### src/rtl/io_handshake_unit.sv
// io_handshake_unit: board-side responder for the control core's INPUT, OUTPUT
// and PAUSE stalls. It debounces the confirm and continue keys and returns
// one-cycle release pulses. It also latches switch data for INPUT and register
// data for OUTPUT.
module io_handshake_unit #(
    parameter int DEBOUNCE_CYCLES = 16,
    parameter int SW_WIDTH        = 16
) (
    input  logic                clock_i,
    input  logic                reset_ni,
    input  logic                is_input_i,
    input  logic                is_output_i,
    input  logic                is_paused_i,
    input  logic [31:0]         output_value_i,
    input  logic [SW_WIDTH-1:0] switches_i,
    input  logic                confirm_key_i,
    input  logic                continue_key_i,
    output logic                confirmation_o,
    output logic                continue_o,
    output logic [31:0]         input_data_o,
    output logic [31:0]         display_value_o,
    output logic                waiting_input_o,
    output logic                waiting_output_o
);

    // Counter wide enough for DEBOUNCE_CYCLES+1 (arming threshold).
    localparam int CW = $clog2(DEBOUNCE_CYCLES) + 1;
    localparam logic [CW-1:0] CNT_LAST = CW'(DEBOUNCE_CYCLES - 1);
    // The synchronizer's reset value is not a real observation of the key, so
    // arming waits two extra cycles for genuine samples to arrive.
    localparam logic [CW-1:0] ARM_LAST = CW'(DEBOUNCE_CYCLES + 1);

    typedef enum logic [1:0] {
        IDLE,
        WAIT_PRESS,
        CONFIRM,
        WAIT_RELEASE
    } state_t;

    // Key index 0 = confirm, 1 = continue.
    logic [1:0]    keys_n;
    logic [1:0]    meta_q, sync_q, pressed_s;
    logic [1:0]    db_q, db_d, prev_q, armed_q, armed_d, press_evt;
    logic [CW-1:0] cnt_q [2];
    logic [CW-1:0] cnt_d [2];
    logic [CW-1:0] rel_q [2];
    logic [CW-1:0] rel_d [2];

    state_t        state_q;
    logic          kind_out_q;
    logic          req_held;
    logic          confirmation_q, continue_q;
    logic          waiting_input_q, waiting_output_q;
    logic [31:0]   input_data_q, display_value_q;

    assign keys_n    = {continue_key_i, confirm_key_i};
    assign pressed_s = ~sync_q;
    // A key held through reset must be seen released before it may fire.
    assign press_evt = db_q & ~prev_q & armed_q;
    assign req_held  = kind_out_q ? is_output_i : is_input_i;

    // Two-flop synchronizers, reset to the released (high) raw level.
    always_ff @(posedge clock_i or negedge reset_ni) begin
        if (!reset_ni) begin
            meta_q <= 2'b11;
            sync_q <= 2'b11;
        end else begin
            meta_q <= keys_n;
            sync_q <= meta_q;
        end
    end

    // Next-state for debounce counters, debounced levels and release arming.
    always_comb begin
        for (int k = 0; k < 2; k++) begin
            cnt_d[k]   = '0;
            db_d[k]    = db_q[k];
            armed_d[k] = armed_q[k];
            rel_d[k]   = rel_q[k];
            if (pressed_s[k] != db_q[k]) begin
                if (cnt_q[k] == CNT_LAST) db_d[k] = ~db_q[k];
                else                      cnt_d[k] = cnt_q[k] + CW'(1);
            end
            if (!armed_q[k]) begin
                if (pressed_s[k])              rel_d[k]   = '0;
                else if (rel_q[k] == ARM_LAST) armed_d[k] = 1'b1;
                else                           rel_d[k]   = rel_q[k] + CW'(1);
            end
        end
    end

    // Debounce state registers.
    always_ff @(posedge clock_i or negedge reset_ni) begin
        if (!reset_ni) begin
            db_q    <= '0;
            prev_q  <= '0;
            armed_q <= '0;
            for (int k = 0; k < 2; k++) begin
                cnt_q[k] <= '0;
                rel_q[k] <= '0;
            end
        end else begin
            db_q    <= db_d;
            prev_q  <= db_q;
            armed_q <= armed_d;
            for (int k = 0; k < 2; k++) begin
                cnt_q[k] <= cnt_d[k];
                rel_q[k] <= rel_d[k];
            end
        end
    end

    // Confirm FSM with registered pulse, LEDs and data latches.
    always_ff @(posedge clock_i or negedge reset_ni) begin
        if (!reset_ni) begin
            state_q          <= IDLE;
            kind_out_q       <= 1'b0;
            confirmation_q   <= 1'b0;
            waiting_input_q  <= 1'b0;
            waiting_output_q <= 1'b0;
            input_data_q     <= '0;
            display_value_q  <= '0;
        end else begin
            confirmation_q <= 1'b0;
            case (state_q)
                IDLE: begin
                    if (is_output_i) begin
                        kind_out_q       <= 1'b1;
                        waiting_output_q <= 1'b1;
                        state_q          <= WAIT_PRESS;
                    end else if (is_input_i) begin
                        kind_out_q      <= 1'b0;
                        waiting_input_q <= 1'b1;
                        state_q         <= WAIT_PRESS;
                    end
                end
                WAIT_PRESS: begin
                    if (!req_held) begin
                        waiting_input_q  <= 1'b0;
                        waiting_output_q <= 1'b0;
                        state_q          <= IDLE;
                    end else if (press_evt[0]) begin
                        if (kind_out_q) display_value_q <= output_value_i;
                        else            input_data_q    <= 32'(switches_i);
                        confirmation_q   <= 1'b1;
                        waiting_input_q  <= 1'b0;
                        waiting_output_q <= 1'b0;
                        state_q          <= CONFIRM;
                    end
                end
                CONFIRM: begin
                    state_q <= WAIT_RELEASE;
                end
                WAIT_RELEASE: begin
                    if (!db_q[0]) state_q <= IDLE;
                end
                default: state_q <= IDLE;
            endcase
        end
    end

    // Continue pulse: a continue press only counts while the core is paused.
    always_ff @(posedge clock_i or negedge reset_ni) begin
        if (!reset_ni) continue_q <= 1'b0;
        else           continue_q <= press_evt[1] & is_paused_i;
    end

    assign confirmation_o   = confirmation_q;
    assign continue_o       = continue_q;
    assign input_data_o     = input_data_q;
    assign display_value_o  = display_value_q;
    assign waiting_input_o  = waiting_input_q;
    assign waiting_output_o = waiting_output_q;

endmodule

### config.mk
export PLATFORM = sky130hd
export DESIGN_NAME = io_handshake_unit
export DESIGN_NICKNAME = d
export VERILOG_FILES = /design/src/rtl/io_handshake_unit.sv
export SDC_FILE = /design/constraint.sdc
export NUM_CORES = 1
export LEC_CHECK = 0
export ABC_AREA = 0
export CAP_MARGIN = 20
export CORE_ASPECT_RATIO = 2
export CORE_MARGIN = 10
export CORE_UTILIZATION = 45
export CTS_BUF_LIST = sky130_fd_sc_hd__clkbuf_8 sky130_fd_sc_hd__clkbuf_16
export CTS_CLUSTER_DIAMETER = 30
export DETAILED_ROUTE_END_ITERATION = 6
export PLACE_DENSITY = 0.84
export SLEW_MARGIN = 15
export SYNTH_ARGS = -nofsm -noshare
export SYNTH_HDL_FRONTEND = slang
export SYNTH_SLANG_ARGS = --single-unit
### constraint.sdc
create_clock -name clock_i -period 2.43 [get_ports clock_i]
set_clock_uncertainty 0.1 [all_clocks]
set_input_delay 0.6075 -clock clock_i [delete_from_list [all_inputs] [get_ports clock_i]]
set_output_delay 0.6075 -clock clock_i [all_outputs]
set_load 0.01 [all_outputs]
=== Yosys cells after proc, flatten, opt, wreduce, memory -nomap -nowiden ===
Cells that the tools add are included.

* $add $sub $neg: 4
* Eq/ne operators: 17
* Bitwise logic cells: 10
* Muxes and demuxes: 33
* Reductions and logical operators: 13

{| class="wikitable"
|+ Operator list
! kind !! count
|-
| $mux W5 || 8
|-
| $add A5 B1 Y5 const B || 4
|-
| $mux W1 || 17
|-
| $ne A2 B2 Y1 const B || 6
|-
| $reduce_and A4 Y1 || 3
|-
| $eq A5 B4 Y1 const B || 2
|-
| $eq A5 B5 Y1 const B || 2
|-
| $mux W2 || 5
|-
| $reduce_and A2 Y1 || 5
|-
| $pmux W2 S4 || 1
|-
| $ne A3 B3 Y1 const B || 2
|-
| $reduce_and A3 Y1 || 2
|-
| $not A1 Y1 || 5
|-
| $and A2 B2 Y2 || 2
|-
| $eq A2 B2 Y1 const B || 2
|-
| $not A2 Y2 || 2
|-
| $pmux W1 S2 || 2
|-
| $reduce_bool A2 Y1 || 2
|-
| $eq A2 B1 Y1 const B || 1
|-
| $logic_not A2 Y1 || 1
|-
| $ne A1 B1 Y1 || 2
|-
| $and A1 B1 Y1 || 1
|}

* Flip-flop bits (word level): 85
* Bits of input ports: 55
* Logic and storage cells: 95
* Output and inout bits: 68

=== Logic depth before layout (Yosys ltp) ===
Gate-level depths: netlist of run 1.

* Depth in word-level cells: 6
* Gate-level depth with buffers: 6
* Depth with buffers taken out: 5

=== Least setup slack after synthesis of run 1 ===
Ideal clock, no wire load.

* Kind: register to register
* Start: register (tool-made name)
* End: register input_data_q[10], in the netlist input_data_o[10]
* Slack: 0.565 ns
* Path buffers: 2
* Arrival time: 1.640 ns
* Clock period less this slack: 1.865 ns
* Setup time: 0.125 ns
* Cell stages (with the launch flop): 6
* Required time: 2.205 ns
* Cells stage by stage: dfrtp_1 nand2b_4 or4b_4 buf_6 buf_12 mux2_4

{| class="wikitable"
|+ RTL lines
! element !! RTL line !! RTL
|-
| end signal: assignment || 144 || <nowiki>else input_data_q <= 32'(switches_i);</nowiki>
|-
| end: declaration || 54 || <nowiki>logic [31:0] input_data_q, display_value_q;</nowiki>
|}

=== Worst setup path in the final report of run 1 ===
* Start: register waiting_output_q, in the netlist waiting_output_o
* End: output port waiting_output_o

{| class="wikitable"
|+ RTL lines
! element !! RTL line !! RTL
|-
| start: declaration || 53 || <nowiki>logic waiting_input_q, waiting_output_q;</nowiki>
|-
| start signal: assignment || 120 || <nowiki>waiting_output_q <= 1'b0;</nowiki>
|-
| start signal: assignment || 129 || <nowiki>waiting_output_q <= 1'b1;</nowiki>
|-
| start signal: assignment || 140 || <nowiki>waiting_output_q <= 1'b0;</nowiki>
|-
| end: declaration || 23 || <nowiki>output logic waiting_output_o</nowiki>
|}

No word-level cell between the ends.

==> results of run 1 <==
[area by class of cell]
class | count | area (um^2)
Clock inverter | 6 | 86.3
Multi-Input combinational cell | 157 | 1300
Clock buffer | 10 | 239
Timing Repair Buffer | 111 | 1120
Inverter | 8 | 30.0
Sequential cell | 85 | 2130
Tap cell | 96 | 120
Fill cell | 579 | 2800
[sequential cells by signal, indices dropped and copies added, names as in the netlist, 2 cells and up, named ones only]
| name | flops |
|---|---|
| sync_q | 2 |
| display_value_o | 32 |
| armed_q | 2 |
| rel_q | 10 |
| input_data_o | 16 |
| meta_q | 2 |
| cnt_q | 10 |
| prev_q | 2 |
| db_q | 2 |
[cell families after synthesis]
group                      synth area share
AOI/OAI and AO/OA                    0.0437
xor gates and xnor gates             0.0147
adders and majority gates            0.0210
buffers and inverters                0.0590
DFF                                   0.595
muxes                                 0.186
other                               0.00105
and+or+nand+nor                      0.0793
[cells in the final DEF, fill, tap and decap left out, types with 2 or more instances in the layout]
master	n
a21oi_1	2
a22o_1	5
a31oi_1	2
and2_1	2
and3_1	2
buf_12	2
buf_4	4
bufinv_16	2
clkbuf_16	9
clkdlybuf4s50_1	105
conb_1	16
dfrtp_1	81
dfstp_2	4
ha_1	6
inv_1	9
mux2_2	45
mux2_4	10
nand2_1	6
nand2b_1	3
nand3_1	8
nor2_1	15
nor2b_1	4
o21ai_0	7
o31ai_1	3
xnor2_1	2
xor2_1	4
[routing by layer]
metal	wire [um]	global-route usage	up-vias
met2	4120	0.226	113
met4	68	0.0385	0
li1	-	-	1096
met1	3630	0.162	1187
met5	0	0	-
met3	593	0.0535	8
[power breakdown]
part           leakage [nW]  total, mW  internal (mW)  switching, mW
clock network         0.164       1.45          0.927          0.520
logic                  1.08      0.368          0.209          0.160
registers              1.14       1.55           1.48         0.0630
[worst max path at each step]
stage	startpoint	endpoint	slack, ns
2_1_floorplan	flip-flop	input_data_o[10]	0.57
3_3_place_gp	is_input_i	input_data_o[9]	0.16
3_5_place_dp	is_input_i	input_data_o[9]	0.15
4_1_cts	display_value_o[19]	display_value_o[19]	0.42
5_1_grt	input_data_o[15]	input_data_o[15]	0.41
6_report	waiting_output_o	waiting_output_o	0.44
[stage by stage]
stage,utilization,hold WS [ns]
3_3_place_gp,0.601,0.246
2_1_floorplan,-,0.212
6_report,0.642,0.0145
4_1_cts,0.642,0.00716
3_5_place_dp,0.601,0.247
5_1_grt,0.642,0.0114
==> results.md, run 1 <==
- Max Root-Sink Buffers: 2
- Share of layout cells above drive strength 1: 0.223
- First-pass GRT wire length: 13700 um
- Pin count of the biggest net entering global routing: 45
- Yosys cell types: 41
- Status: finished clean
- Number of DRC markers in iteration 0: roughly 100
- DRC Markers: 0
- Post-DRT Antenna Nets: 0
- Die width: 83.1 um
- Drt via density: 5.08
- Slowest cell delay on critical path: 0.58 ns
- Fin. Hold Viols: 0
- Diodes inserted: 0
- CTS tree: yes
- Wire per inst: 17.8 um
- Post-synthesis cell count: 259
- Worst path cell trace: clkdlybuf4s50_1
- FFs w/ async S/R, synth: 1.00
- Max Cap Violations: 0
- Die Area: between 10000 and 15000 um^2
- DR pass1 iterations: 4
- Hold Path Class: in2async
- Critical Path RT: about 1.7 ns
- Final Cycle Share: 0.818
- Grt ovf: 0
- Area Overhead vs Synth: 40.4%
- CP Depth: 1
- Syn Std Cell Area: 3580 um^2
- Synth Warn #: 0
- Hold buffers post-CTS: 0
- Vias in the first global route: 2616
- Clk_lat worst skew: roughly 0.33 ns
- Post-CTS Setup Repair Bufs: 0
- CP max FO: 2
- Reg2reg path depth: 3
- Top cell family by delay on the critical path: buffers and inverters
- Count of input and output buffers: 106
- R2R Setup Slk: between 0.4 and 0.5 ns
- Setup TNS: 0 ns
- Syn Area/Cell: 13.8 um^2
- Synth top area share: 0.566
- IO Pins: 123
- GP Congestion: 0.844
- P_leak: about 2.4 nW
- # setup viols final: 0
- Max Slew Vio Count: 0
- Clk pin slew, worst setup/hold paths: about 0.060 ns
- VDD IR max: roughly 540 uV
- Crit Path Class: reg2out
- Placed Cells incl. Taps: 457
- Cell with the most instances after synthesis: dfrtp_1
- Main synth FF type: dfrtp_1
- Worst reg2reg path endpoint: input_data_o[12]
- Die Y: 146 um
- Startpoint Class: flip-flop
- Post_cts resized: 0
- RR Startpoint: armed_q[0]
- Largest cells by area after synthesis: dfrtp_1, mux2_2, mux2_4
- Synth Register Bits: 85
- Top post-synthesis cells by count: dfrtp_1, mux2_2, buf_4, nor2_1, mux2_4
- Clock sinks: between 80 and 90
- Root Buffer: clkbuf_16
- Power Dens Cells: 669 nW/um^2
- Cell taking the most area after synthesis: dfrtp_1
- Post-synthesis sequential area ratio: 0.595
- Worst EP arrival: 1.28 ns
- Total Power: 3.36 mW
- Post-route minimum period: 1.99 ns
- CORE AREA: 7830 um^2
- Via count: around 2400
- Maximum clock frequency: ~500 MHz
- # rows: between 40 and 50
- Final std cell area, no fill: approximately 5000 um^2
- Non-Filler Instances: 473
- Final WS setup: 0.443 ns
- Initial antenna violation count: 0
- EDFF count, synth: 0
- Detail Placement HPWL: 6570 um
- Final nets: 433
- GRT Util Overall: 0.138
- RSZ-0062 raised after global routing: no
- H-tree levels: 3
- Final WL: 8420 um
- Worst slack, placed: 0.146 ns
- Initial core utilization: 0.458
- DP Area: 4700 um^2
- Crit path buf inv count: 1
- Crit end category: primary output
- CP max stage cell: clkdlybuf4s50_1
- CTS buffer count: 9
Note: power is estimated with default switching activity, not from simulation.
==> inputs of run 2 (changes only) <==
Clock period 2.43 ns to 2 ns, I/O delays scaled along.
==> run 2 against run 1 <==
Combinational power grew 23%. Critical path depth stayed put. Die area stayed put. Sequential cell count unchanged. Cell area grew 0.70%. Critical path type unchanged.
==> results.md, run 2 (synthesis gave the netlist of run 1 again) <==
- CTS tree: yes (unchanged)
- Met1 usage: 0.172 (was 0.162)
- Footprint of the multi-input gates: 1300 um^2 (unchanged)
- Final WS setup: 0.119 ns (was 0.443 ns)
- Detail Placement HPWL: 6610 um (was 6570 um)
- Area Overhead vs Synth: 41.4% (was 40.4%)
- DR pass1 iterations: 4 (unchanged)
- Wire per inst: 18.2 um (was 17.8 um)
- Maximum clock frequency: ~530 MHz
- Clock sinks: 85 (unchanged)
- Max Slew Vio Count: 0 (unchanged)
- Status: finished clean (unchanged)
- Via count: 2405 (was 2404)
- CORE AREA: 7830 um^2 (unchanged)
- Layer with the highest usage: met2 (unchanged)
- CTS buffer count: 9 (unchanged)
- Startpoint Class: flip-flop (unchanged)
- Hold Worst Slack: 0.257 ns (was 0.0145 ns)
- Fin. Hold Viols: 0 (unchanged)
- Diodes inserted: 0 (unchanged)
- Number of DRC markers in iteration 0: 133 (was 102)
- Fillers: 596 (was 579)
- Sequential cell area: 2130 um^2 (unchanged)
- Total Power: 4.11 mW (was 3.36 mW)
- Final WL: 8700 um (was 8420 um)
- Count of input and output buffers: 106 (unchanged)
- Critical Path RT: 1.40 ns (was 1.72 ns)
- Crit Path Class: reg2out (unchanged)
- Die width: 83.1 um (unchanged)
- Initial antenna violation count: 0 (unchanged)
- CP max FO: 2 (unchanged)
- GR Util met3: 0.0602 (was 0.0535)
- Slowest cell delay on critical path: 0.57 ns (was 0.58 ns)
- Initial core utilization: 0.458 (unchanged)
- Setup TNS: 0 ns (unchanged)
- Root Buffer: clkbuf_16 (unchanged)
- Die Area: 12100 um^2 (unchanged)
- Post-DRT Antenna Nets: 0 (unchanged)
- VDD IR max: 649 uV (was 542 uV)
- Worst slack, placed: -0.204 ns (was 0.146 ns)
- Commonest non-fill, non-tap cells in the layout: clkdlybuf4s50_1, dfrtp_1, mux2_2 (unchanged)
- Max Cap Violations: 0 (unchanged)
- Final Cycle Share: 0.940
- # setup viols final: 0 (unchanged)
- Final nets: 437 (was 433)
- Share of layout cells above drive strength 1: 0.226 (was 0.223)
- Die Y: 146 um (unchanged)
- Pin count of the biggest net entering global routing: 46 (was 45)
- # rows: 46 (unchanged)
- Worst path cell trace: clkdlybuf4s50_1 (unchanged)
- First-pass GRT wire length: 14500 um (was 13700 um)
- Grt ovf: 0 (unchanged)
- Met2 Use GR: 0.236 (was 0.226)
- RSZ-0062 raised after global routing: no (unchanged)
- H-tree levels: 3 (unchanged)
- Hold Path Class: reg2reg (was in2async)
- Post_cts resized: 0 (unchanged)
- Post-route minimum period: 1.88 ns
- Crit path buf inv count: 1 (unchanged)
- Largest register FFs: 32 (unchanged)
- DRC Markers: 0 (unchanged)
- GP Congestion: 0.833 (was 0.844)
- Vias in the first global route: 2639 (was 2616)
- Post-CTS Setup Repair Bufs: 0 (unchanged)
- P_leak: 2.40 nW (was 2.38 nW)
- Max Root-Sink Buffers: 2 (unchanged)
- Clk_lat worst skew: 0.34 ns (was 0.33 ns)
- Crit end category: primary output (unchanged)
- CP max stage cell: clkdlybuf4s50_1 (unchanged)
- Worst EP arrival: 1.28 ns (about the same)
- Final core occ: 0.647 (was 0.642)
- Power Dens Cells: 812 nW/um^2 (was 669 nW/um^2)
- GRT Util Overall: 0.147 (was 0.138)
- IO Pins: 123 (unchanged)
- Clk pin slew, worst setup/hold paths: 0.06 ns (about the same)
- Drt via density: 5.04 (was 5.08)
- Commonest non-fill, non-tap cell in the layout: clkdlybuf4s50_1 (unchanged)
- Hold buffers post-CTS: 1 (was 0)
- Top cell family by delay on the critical path: buffers and inverters (unchanged)
## run 2: cell types whose count changed in the layout (fill, tap and decap cells not counted), sizes merged
cell / change
clkbuf: +1
clkinv: -2
buf: +3
dlygate4sd3: +1
clkinvlp: +1
## run 2: worst paths after layout
path	from	end	slack (ns)	depth (start not counted)
max in group asynchronous	reset_ni	sync_q[1]	0.66	3
worst min register to register	meta_q[1]	sync_q[1]	0.26	0
worst max register to register	prev_q[0]	input_data_o[12]	0.15	3
min in group asynchronous	reset_ni	input_data_o[6]	0.52	2
worst max-delay path	input_data_o[15]	input_data_o[15]	0.12	1
worst min-delay path	meta_q[1]	sync_q[1]	0.26	0
## run 2: where the power goes
part	switching (mW)	internal (mW)
Clock	0.625	1.15
Sequential	0.0778	1.80
Combinational	0.198	0.255
Total	0.901	3.21
## run 2: final cells by class
type                            count  area share
Clock inverter                      5      0.0148
Sequential cell                    85       0.421
Multi-Input combinational cell    157       0.257
Inverter                            8     0.00593
Timing Repair Buffer              115       0.228
Clock buffer                       11      0.0499
Tap cell                           96      0.0237
## run 2: worst register-to-register path: stages, from the launching register on
cell and delay [ns]:
dfrtp_1 0.36, nand3b_2 0.25, or4b_4 0.67, mux2_4 0.36
## run 2: metal layers
| layer | vias up | wire length [um] |
|---|---|---|
| li1 | 1099 | - |
| met1 | 1197 | 3660 |
| met2 | 98 | 4250 |
| met3 | 11 | 658 |
| met4 | 0 | 131 |
| met5 | - | 0 |
## run 2: through the flow
stage	area [um^2]	instances
after floorplan	3640	274
after global placement	4730	460
after detailed placement	4730	460
after CTS	5060	477
after global routing	5060	477
final	5060	477
==> inputs of run 3 (changes only) <==
Settings changed: CTS_BUF_LIST sky130_fd_sc_hd__clkbuf_8 sky130_fd_sc_hd__clkbuf_16 to not set, MAX_ROUTING_LAYER set to met4.
==> run 3 against run 2 <==
Sequential cell count stayed put. Maximum frequency barely moved. Final cell count stayed put. Critical path depth stayed put. Total power is 0.13% higher. Count of clock-buffer cells in the layout increased by 2. Clock power barely moved. Sequential share of layout area is the same. Sequential power about the same. Cell area unchanged. Highest routed layer unchanged.
==> results.md, run 3 (synthesis gave the netlist of run 1 again) <==
- First-pass GRT wire length: 14500 um (about the same)
- VDD IR max: 648 uV (was 649 uV)
- Top cell family by delay on the critical path: buffers and inverters (unchanged)
- Slowest cell delay on critical path: 0.57 ns (about the same)
- Share of layout cells above drive strength 1: 0.226 (unchanged)
- Sequential cell area: 2130 um^2 (unchanged)
- Clk_lat worst skew: 0.34 ns (about the same)
- GP Congestion: 0.846 (was 0.833)
- Post-DRT Antenna Nets: 0 (unchanged)
- Final nets: 437 (unchanged)
- CTS tree: yes (unchanged)
- Worst EP arrival: 1.28 ns (about the same)
- Footprint of the multi-input gates: 1300 um^2 (unchanged)
- CTS buffer count: 9 (unchanged)
- R2R Setup Slk: 0.15 ns (about the same)
- GR Util met3: 0.0563 (was 0.0602)
- Vias in the first global route: 2628 (was 2639)
- Area Overhead vs Synth: 41.4% (unchanged)
- Switching Fraction: 0.218 (was 0.219)
- Status: finished clean (unchanged)
- Drt via density: 5.05 (was 5.04)
- Layer with the highest usage: met2 (unchanged)
- Final core occ: 0.647 (unchanged)
- Clock power frac: 0.433 (was 0.432)
- Power Dens Cells: 813 nW/um^2 (was 812 nW/um^2)
- Detail Placement HPWL: 6610 um (unchanged)
- Hold Path Class: reg2reg (unchanged)
- Met2 Use GR: 0.236 (unchanged)
- HP Start: meta_q[1] (unchanged)
- Wire per inst: 18.2 um (about the same)
- Die Y: 146 um (unchanged)
- # rows: 46 (unchanged)
- Root Buffer: clkbuf_16 (unchanged)
- Total Power: 4.12 mW (was 4.11 mW)
- Final WL: 8690 um (was 8700 um)
- CP max FO: 2 (unchanged)
- Grt ovf: 0 (unchanged)
- # setup viols final: 0 (unchanged)
- DRC Markers: 0 (unchanged)
- Max Cap Violations: 0 (unchanged)
- Maximum clock frequency: 532 MHz (about the same)
- Commonest non-fill, non-tap cell in the layout: clkdlybuf4s50_1 (unchanged)
- Count of input and output buffers: 106 (unchanged)
- Number of DRC markers in iteration 0: 144 (was 133)
- H-tree levels: 3 (unchanged)
- Diodes inserted: 0 (unchanged)
- Fin. Hold Viols: 0 (unchanged)
- Die width: 83.1 um (unchanged)
- Net switching power: 896 uW (was 901 uW)
- Hold Worst Slack: 0.257 ns (about the same)
- Largest register FFs: 32 (unchanged)
- Sequential Power Share: 0.457 (was 0.458)
- Crit end category: primary output (unchanged)
- Crit Path Class: reg2out (unchanged)
- DR pass1 iterations: 4 (unchanged)
- Via count: 2408 (was 2405)
- Initial antenna violation count: 0 (unchanged)
- CP max stage cell: clkdlybuf4s50_1 (unchanged)
- Reg2reg path depth: 3 (unchanged)
- Max Slew Vio Count: 0 (unchanged)
- Met1 usage: 0.174 (was 0.172)
- Initial core utilization: 0.458 (unchanged)
- Worst path cell trace: clkdlybuf4s50_1 (unchanged)
- Non-Filler Instances: 477 (unchanged)
- Worst reg2reg path endpoint: input_data_o[12] (unchanged)
- Post-CTS Setup Repair Bufs: 0 (unchanged)
- Startpoint Class: flip-flop (unchanged)
- Internal power: 3.22 mW (was 3.21 mW)
- Hold path cells: 0 (unchanged)
- CORE AREA: 7830 um^2 (unchanged)
- Commonest non-fill, non-tap cells in the layout: clkdlybuf4s50_1, dfrtp_1, mux2_2 (unchanged)
- Post-route minimum period: 1.88 ns (about the same)
- Placed Cells incl. Taps: 460 (unchanged)
- Critical Path RT: 1.40 ns (about the same)
- Fillers: 596 (unchanged)
- Pin count of the biggest net entering global routing: 46 (unchanged)
- Crit path buf inv count: 1 (unchanged)
- IO Pins: 123 (unchanged)
- Hold endpoint: sync_q[1] (unchanged)
- Die Area: 12100 um^2 (unchanged)
- Max Root-Sink Buffers: 2 (unchanged)
- P_leak: 2.39 nW (was 2.40 nW)
- GRT Util Overall: 0.151 (was 0.147)
- Combinational Power Share: 0.110 (about the same)
- RSZ-0062 raised after global routing: no (unchanged)
- RR Startpoint: prev_q[0] (unchanged)
- Clk pin slew, worst setup/hold paths: 0.06 ns (about the same)
- Final Cycle Share: 0.940 (about the same)
- Clock sinks: 85 (unchanged)
run 3: cell types whose count changed in the layout (fill, tap and decap cells not counted):
cell | before | now
clkbuf_1 | 0 | 2
inv_1 | 10 | 8
run 3: cell type report:
type / count / area share
multi-input cells: 157 / 0.257
clock buffers: 13 / 0.0514
well taps: 96 / 0.0237
clock inverters: 3 / 0.0133
flip-flops and latches: 85 / 0.421
repair buffers: 115 / 0.228
inverters: 8 / 0.00593
run 3: repair_timing:
action | CTS | global route
resized for setup | 0 | 0
hold buffers | 1 | 0
endpoints found under the hold margin | 27 | 0
run 3: power groups by stage:
stage	logic, mW	registers [mW]	clock network, mW
after global placement	0.429	1.90	0
final	0.453	1.88	1.78
after floorplan	0.194	1.91	0
after global routing	0.496	1.89	1.90
after CTS	0.459	1.88	1.83
after detailed placement	0.450	1.91	0
run 3: per-stage QoR:
| step | cell area, um^2 | setup slack [ns] | TNS [ns] |
|---|---|---|---|
| after floorplan | 3640 | 0.135 | 0 |
| after global placement | 4730 | -0.177 | -7.80 |
| after detailed placement | 4730 | -0.204 | -8.70 |
| after CTS | 5060 | 0.0945 | 0 |
| after global routing | 5060 | 0.0720 | 0 |
| final | 5060 | 0.121 | 0 |
run 3: how the worst max path moves through the flow:
stage	slack, ns	from	depth (start not counted)	end
after global routing	0.07	display_value_o[17]	1	display_value_o[17]
final	0.12	input_data_o[15]	1	input_data_o[15]
after CTS	0.09	display_value_o[17]	1	display_value_o[17]
after floorplan	0.14	flip-flop	5	input_data_o[10]
after detailed placement	-0.20	is_output_i	5	display_value_o[28]
after global placement	-0.18	is_output_i	5	display_value_o[6]
run 3: per-layer routing:
layer	vias to the layer above	part of all wire
met5	-	0
met1	1198	0.42
li1	1101	-
met2	98	0.49
met3	11	0.069
met4	0	0.015
==> variant 1: new RTL, flow settings as in run 3 <==
The parameter `DEBOUNCE_CYCLES` goes from 16 to 32.
--- a/src/rtl/io_handshake_unit.sv
+++ b/src/rtl/io_handshake_unit.sv
@@ -3,7 +3,7 @@
 // one-cycle release pulses. It also latches switch data for INPUT and register
 // data for OUTPUT.
 module io_handshake_unit #(
-    parameter int DEBOUNCE_CYCLES = 16,
+    parameter int DEBOUNCE_CYCLES = 32,
     parameter int SW_WIDTH        = 16
 ) (
     input  logic                clock_i,
Formal check against the unedited RTL: no difference found for any inputs over 4 cycles, from zero or initial values and one cycle with reset_ni low; that may be too few to reach the edited logic, so the function may still have changed.
==> variant 1 against run 3 <==
Sequential power increased by 5%; cell area increased by 3.8%; wire length increased by 6.2%; worst setup slack got worse by 0.015 ns; sequential cell count increased by 4; total power decreased by 4.5%; sequential share of layout area increased by 0.36 points; first-iteration DRC count decreased by 49%; die area increased by 5.1%; hold slack got worse by 0.26 ns; area after synthesis increased by 6.4%; critical path type unchanged; critical endpoint is now waiting_input_o.
==> variant 1: results (changes against run 3) <==
grt_pass1_wl_um: 14400  # -0.95%
synth_common_cells: "85 x dfrtp_1, 52 x mux2_2, 19 x buf_4"
crit_arrival_ns: 1.29
synth-compound-area-share_pct: 5.48  # +1.1 points
drtIter0Drc: 74  # -49%
drive_gt1_share_pct: 20.5  # -2.0 points
cpMaxStageDelayCell: "clkdlybuf4s50_1"
critical-path-max-stage-delay_ns: 0.60  # +0.03 ns
synth.distinct_cells: 44  # +7.3%
ys_warn_count: 0  # unchanged
hp-class: "primary input to async pin"
seq_area_frac_synth_pct: 58.6  # -0.93 points
grt_pass1_vias: 2827  # +7.6%
avgViaCountPerCell: 5.05  # about the same
grt.total_usage_pct: 14.6  # -0.46 points
cp_top_family: "buffers and inverters"
synthAdderAreaFrac_pct: 1.97  # -0.13 points
synth_cells: 287  # +11%
place_ws_ns: -0.0752  # +0.129 ns
layout.nets: 466  # +6.6%
largest_reg_flops: 32  # unchanged
place_inst: 492  # +7.0%
p_leak_nw: 2.43  # +1.6%
synthMuxAreaShare_pct: 17.0  # -1.6 points
cts_root_buffer: "clkbuf_16"
synth_xor_area_share_pct: 2.07  # +0.60 points
ys.flop_type: "dfrtp_1"
critPathMaxFanout: 3  # +1
fillCellCount: 641  # +7.6%
htree_num_levels: 3  # unchanged
status: "complete, no violations"
vdd.ir_drop.worst_mv: 0.507  # -22%
place_hpwl_um: 7090  # +7.3%
place_congestion: 0.789  # -6.7%
wirelength_um: 9230  # +6.2%
grt_max_degree: 37  # -20%
wl_per_cell_um: 18.2  # about the same
synth_area_leaders: "dfrtp_1 56%, mux2_2 15%, buf_4 3.7%, dfstp_2 2.8%, ha_1 2.0%"
==> variant 1: cell types whose count changed after synthesis, moves of 3 or more <==
cell | run 3 | this run
dfrtp_1 | 81 | 85
mux2i_1 | 1 | 4
nand2_1 | 6 | 12
nor3_1 | 1 | 4
mux2_4 | 10 | 0
mux2_2 | 45 | 52
nor3b_1 | 1 | 5
==> variant 1: metal layers <==
layer  vias to the layer above  track usage [%]  wire (um)
met2                        56             28.3       5650
met3                        16             3.25        315
met5                         -                -          0
met4                         0             7.28        284
li1                       1207                -          -
met1                      1282             12.5       2980
==> variant 1: metrics by stage <==
| stage | util, % | area (um^2) |
|---|---|---|
| finish | 63.4 | 5260 |
| CTS | 63.4 | 5260 |
| floorplan | - | 3870 |
| global route | 63.4 | 5260 |
| global placement | 60.2 | 4990 |
| detailed placement | 60.2 | 4990 |
==> variant 1: worst paths after layout <==
check	start	endpoint	slack, ns	cells after the start
max	waiting_input_o$_DFFE_PN0P_	waiting_input_o	0.11	1
min	reset_ni	display_value_o[15]$_DFFE_PN0P_	0.0007	1
max reg2reg	flop	input_data_o[13]$_DFFE_PN0P_	0.22	4
min reg2reg	meta_q[1]$_DFF_PN1_	sync_q[1]$_DFF_PN1_	0.26	0
max in group asynchronous	reset_ni	display_value_o[24]$_DFFE_PN0P_	1.14	2
min in group clock_i	meta_q[1]$_DFF_PN1_	sync_q[1]$_DFF_PN1_	0.26	0
==> variant 1: report_power, final <==
group	switching, mW	internal [mW]	leakage [nW]
combinational	0.191	0.259	1.11
sequential	0.0881	1.89	1.19
clock	0.640	0.865	0.128
==> variant 1: area by class of cell <==
type / instances / share of cell area, %
tap: 98 / 2.33
multi-input combinational: 180 / 27.3
timing repair buffer: 115 / 22.1
inverter: 10 / 0.714
clock buffer: 12 / 4.69
clock inverter: 3 / 0.333
sequential: 89 / 42.5
==> variant 1: logic make-up after synthesis <==
| kind of cell | count (synthesis) |
|---|---|
| xor+xnor | 9 |
| compound gates | 29 |
| simple gates | 62 |
| fa+ha+maj | 6 |
| buf+inv | 33 |
| mux | 58 |
| flops | 89 |
| other cells | 1 |
==> variant 2: new RTL, settings of run 3 <==
Without the edit above. Make the reset (`reset_ni`) synchronous in 4 clocked blocks.
--- a/src/rtl/io_handshake_unit.sv
+++ b/src/rtl/io_handshake_unit.sv
@@ -60,7 +60,7 @@
     assign req_held  = kind_out_q ? is_output_i : is_input_i;
 
     // Two-flop synchronizers, reset to the released (high) raw level.
-    always_ff @(posedge clock_i or negedge reset_ni) begin
+    always_ff @(posedge clock_i) begin
         if (!reset_ni) begin
             meta_q <= 2'b11;
             sync_q <= 2'b11;
@@ -90,7 +90,7 @@
     end
 
     // Debounce state registers.
-    always_ff @(posedge clock_i or negedge reset_ni) begin
+    always_ff @(posedge clock_i) begin
         if (!reset_ni) begin
             db_q    <= '0;
             prev_q  <= '0;
@@ -111,7 +111,7 @@
     end
 
     // Confirm FSM with registered pulse, LEDs and data latches.
-    always_ff @(posedge clock_i or negedge reset_ni) begin
+    always_ff @(posedge clock_i) begin
         if (!reset_ni) begin
             state_q          <= IDLE;
             kind_out_q       <= 1'b0;
@@ -160,7 +160,7 @@
     end
 
     // Continue pulse: a continue press only counts while the core is paused.
-    always_ff @(posedge clock_i or negedge reset_ni) begin
+    always_ff @(posedge clock_i) begin
         if (!reset_ni) continue_q <= 1'b0;
         else           continue_q <= press_evt[1] & is_paused_i;
     end
Function: differs if reset_ni is asserted again (counterexample within 4 cycles, from zero or initial values and one cycle with reset_ni low); with reset_ni held inactive, the same outputs for 10 cycles.
==> variant 2 against run 3 <==
Worst setup slack improved by 0.024 ns; core utilization barely moved; register-to-register slack improved by 0.10 ns; sequential share of layout area decreased by 7.8 points; synthesized cell count rose by 49%; non-clock buffer count increased by 3; fmax grew 1.3%; sequential cell count stayed put; via count is 24% higher; wire length is 5.5% higher; cell area shrank 2.1%; area after synthesis shrank 0.98%; total power down 14%.
==> variant 2: results (changes against run 3) <==
vdd.ir_drop.worst_mv: 0.519  # -20%
wl_per_cell_um: 15.4  # -15%
synth.distinct_cells: 39  # -4.9%
vias: 2991  # +24%
place_hpwl_um: 6960  # +5.2%
clk_latency_ns: 0.33
critPathMaxFanout: 2  # unchanged
grt_pass1_wl_um: 14200  # -1.8%
place_inst: 579  # +26%
relSlewSlack_pct: 45.8
seq_area_frac_synth_pct: 48.0  # -12 points
avgSynthCellArea_um2: 9.17  # -34%
synth_edf_count: 0  # unchanged
drt-pass1-iter-count: 5  # +1
ys_async_sr_fraction_pct: 0  # -100 points
synth_common_cells: "103 x nand2_1, 85 x dfxtp_1, 48 x mux2i_1"
drive_gt1_share_pct: 6.20  # -16 points
p_leak_nw: 1.87  # -22%
place_congestion: 0.832  # -1.6%
htree_num_levels: 3  # unchanged
fillCellCount: 636  # +6.7%
synth_area_leaders: "dfxtp_1 48%, mux2i_1 14%, nand2_1 11%, buf_4 4.0%, ha_1 2.8%"
layout.nets: 559  # +28%
avgViaCountPerCell: 5.04  # -0.25%
postCtsSetupRepairBufs: 0  # unchanged
grt.total_usage_pct: 15.5  # +0.42 points
r2r_slack_ns: 0.25  # +0.10 ns
ys.flop_type: "dfxtp_1"
status: "complete, no violations"
p_int_mw: 2.80  # -13%
holdPathStages: 1  # +1
grt_max_degree: 60  # +30%
drtIter0Drc: 110  # -24%
hp-class: "flop to flop"
reg2reg_depth: 5  # +2
-- variant 2: changes by cell type in the layout (fill, tap and decap cells not counted), moves of 4 or more --
cell / delta
a21oi_1: +5
a22o_1: -5
buf_4: +4
dfrtp_1: -81
dfstp_2: -4
dfxtp_1: +85
mux2_2: -44
mux2_4: -10
mux2i_1: +47
nand2_1: +97
nand2b_1: +4
or3_1: +7
-- variant 2: power by group through the flow --
stage	sequential, mW	clock, mW	combinational [mW]
after global routing	1.74	1.63	0.292
after CTS	1.74	1.58	0.266
final	1.74	1.54	0.266
after detailed placement	1.78	0	0.263
after global placement	1.77	0	0.257
after floorplan	1.77	0	0.144
-- variant 2: final timing paths --
kind | startpoint | end
max | display_value_o[28]$_SDFFE_PN0P_ | display_value_o[28]
max reg2reg | rel_q[0][6]$_SDFFE_PN0P_ | rel_q[0][7]$_SDFFE_PN0P_
min | meta_q[0]$_SDFF_PN1_ | sync_q[0]$_SDFF_PN1_
min reg2reg | meta_q[0]$_SDFF_PN1_ | sync_q[0]$_SDFF_PN1_
-- variant 2: metrics by stage --
stage                     worst slack, ns  total power, mW  hold WS [ns]  area (um^2)
after floorplan                     0.347             1.91         0.286         3600
after global placement             0.0809             2.03         0.289         4680
after global routing                0.101             3.67         0.333         4950
after CTS                           0.130             3.58         0.309         4950
after detailed placement           0.0177             2.04         0.296         4680
final                               0.145             3.55         0.305         4950
-- variant 2: layer usage --
metal / GRT usage, % / routed length (um) / vias up
met5: - / 0 / -
met4: 8.16 / 351 / 0
met3: 5.01 / 672 / 20
met2: 27.3 / 5000 / 101
met1: 13.7 / 3150 / 1402
li1: - / - / 1468
-- variant 2: cell families (layout without fill, tap and decap cells) --
kind of cell	Yosys count	in the layout	synth area share (%)
fa+ha+maj	8	8	2.82
flops	85	85	48.0
other cells	1	16	0.106
mux	49	49	13.9
buf+inv	45	143	6.98
compound gates	24	24	4.09
simple gates	167	167	22.2
xor+xnor	8	8	1.98
-- variant 2: area by class of cell --
cell class	count	share of cell area (%)
Clock buffer	14	5.53
Clock inverter	1	0.101
Multi-Input combinational cell	272	33.5
Sequential cell	85	34.3
Tap cell	94	2.37
Timing Repair Buffer	118	23.4
Inverter	10	0.758
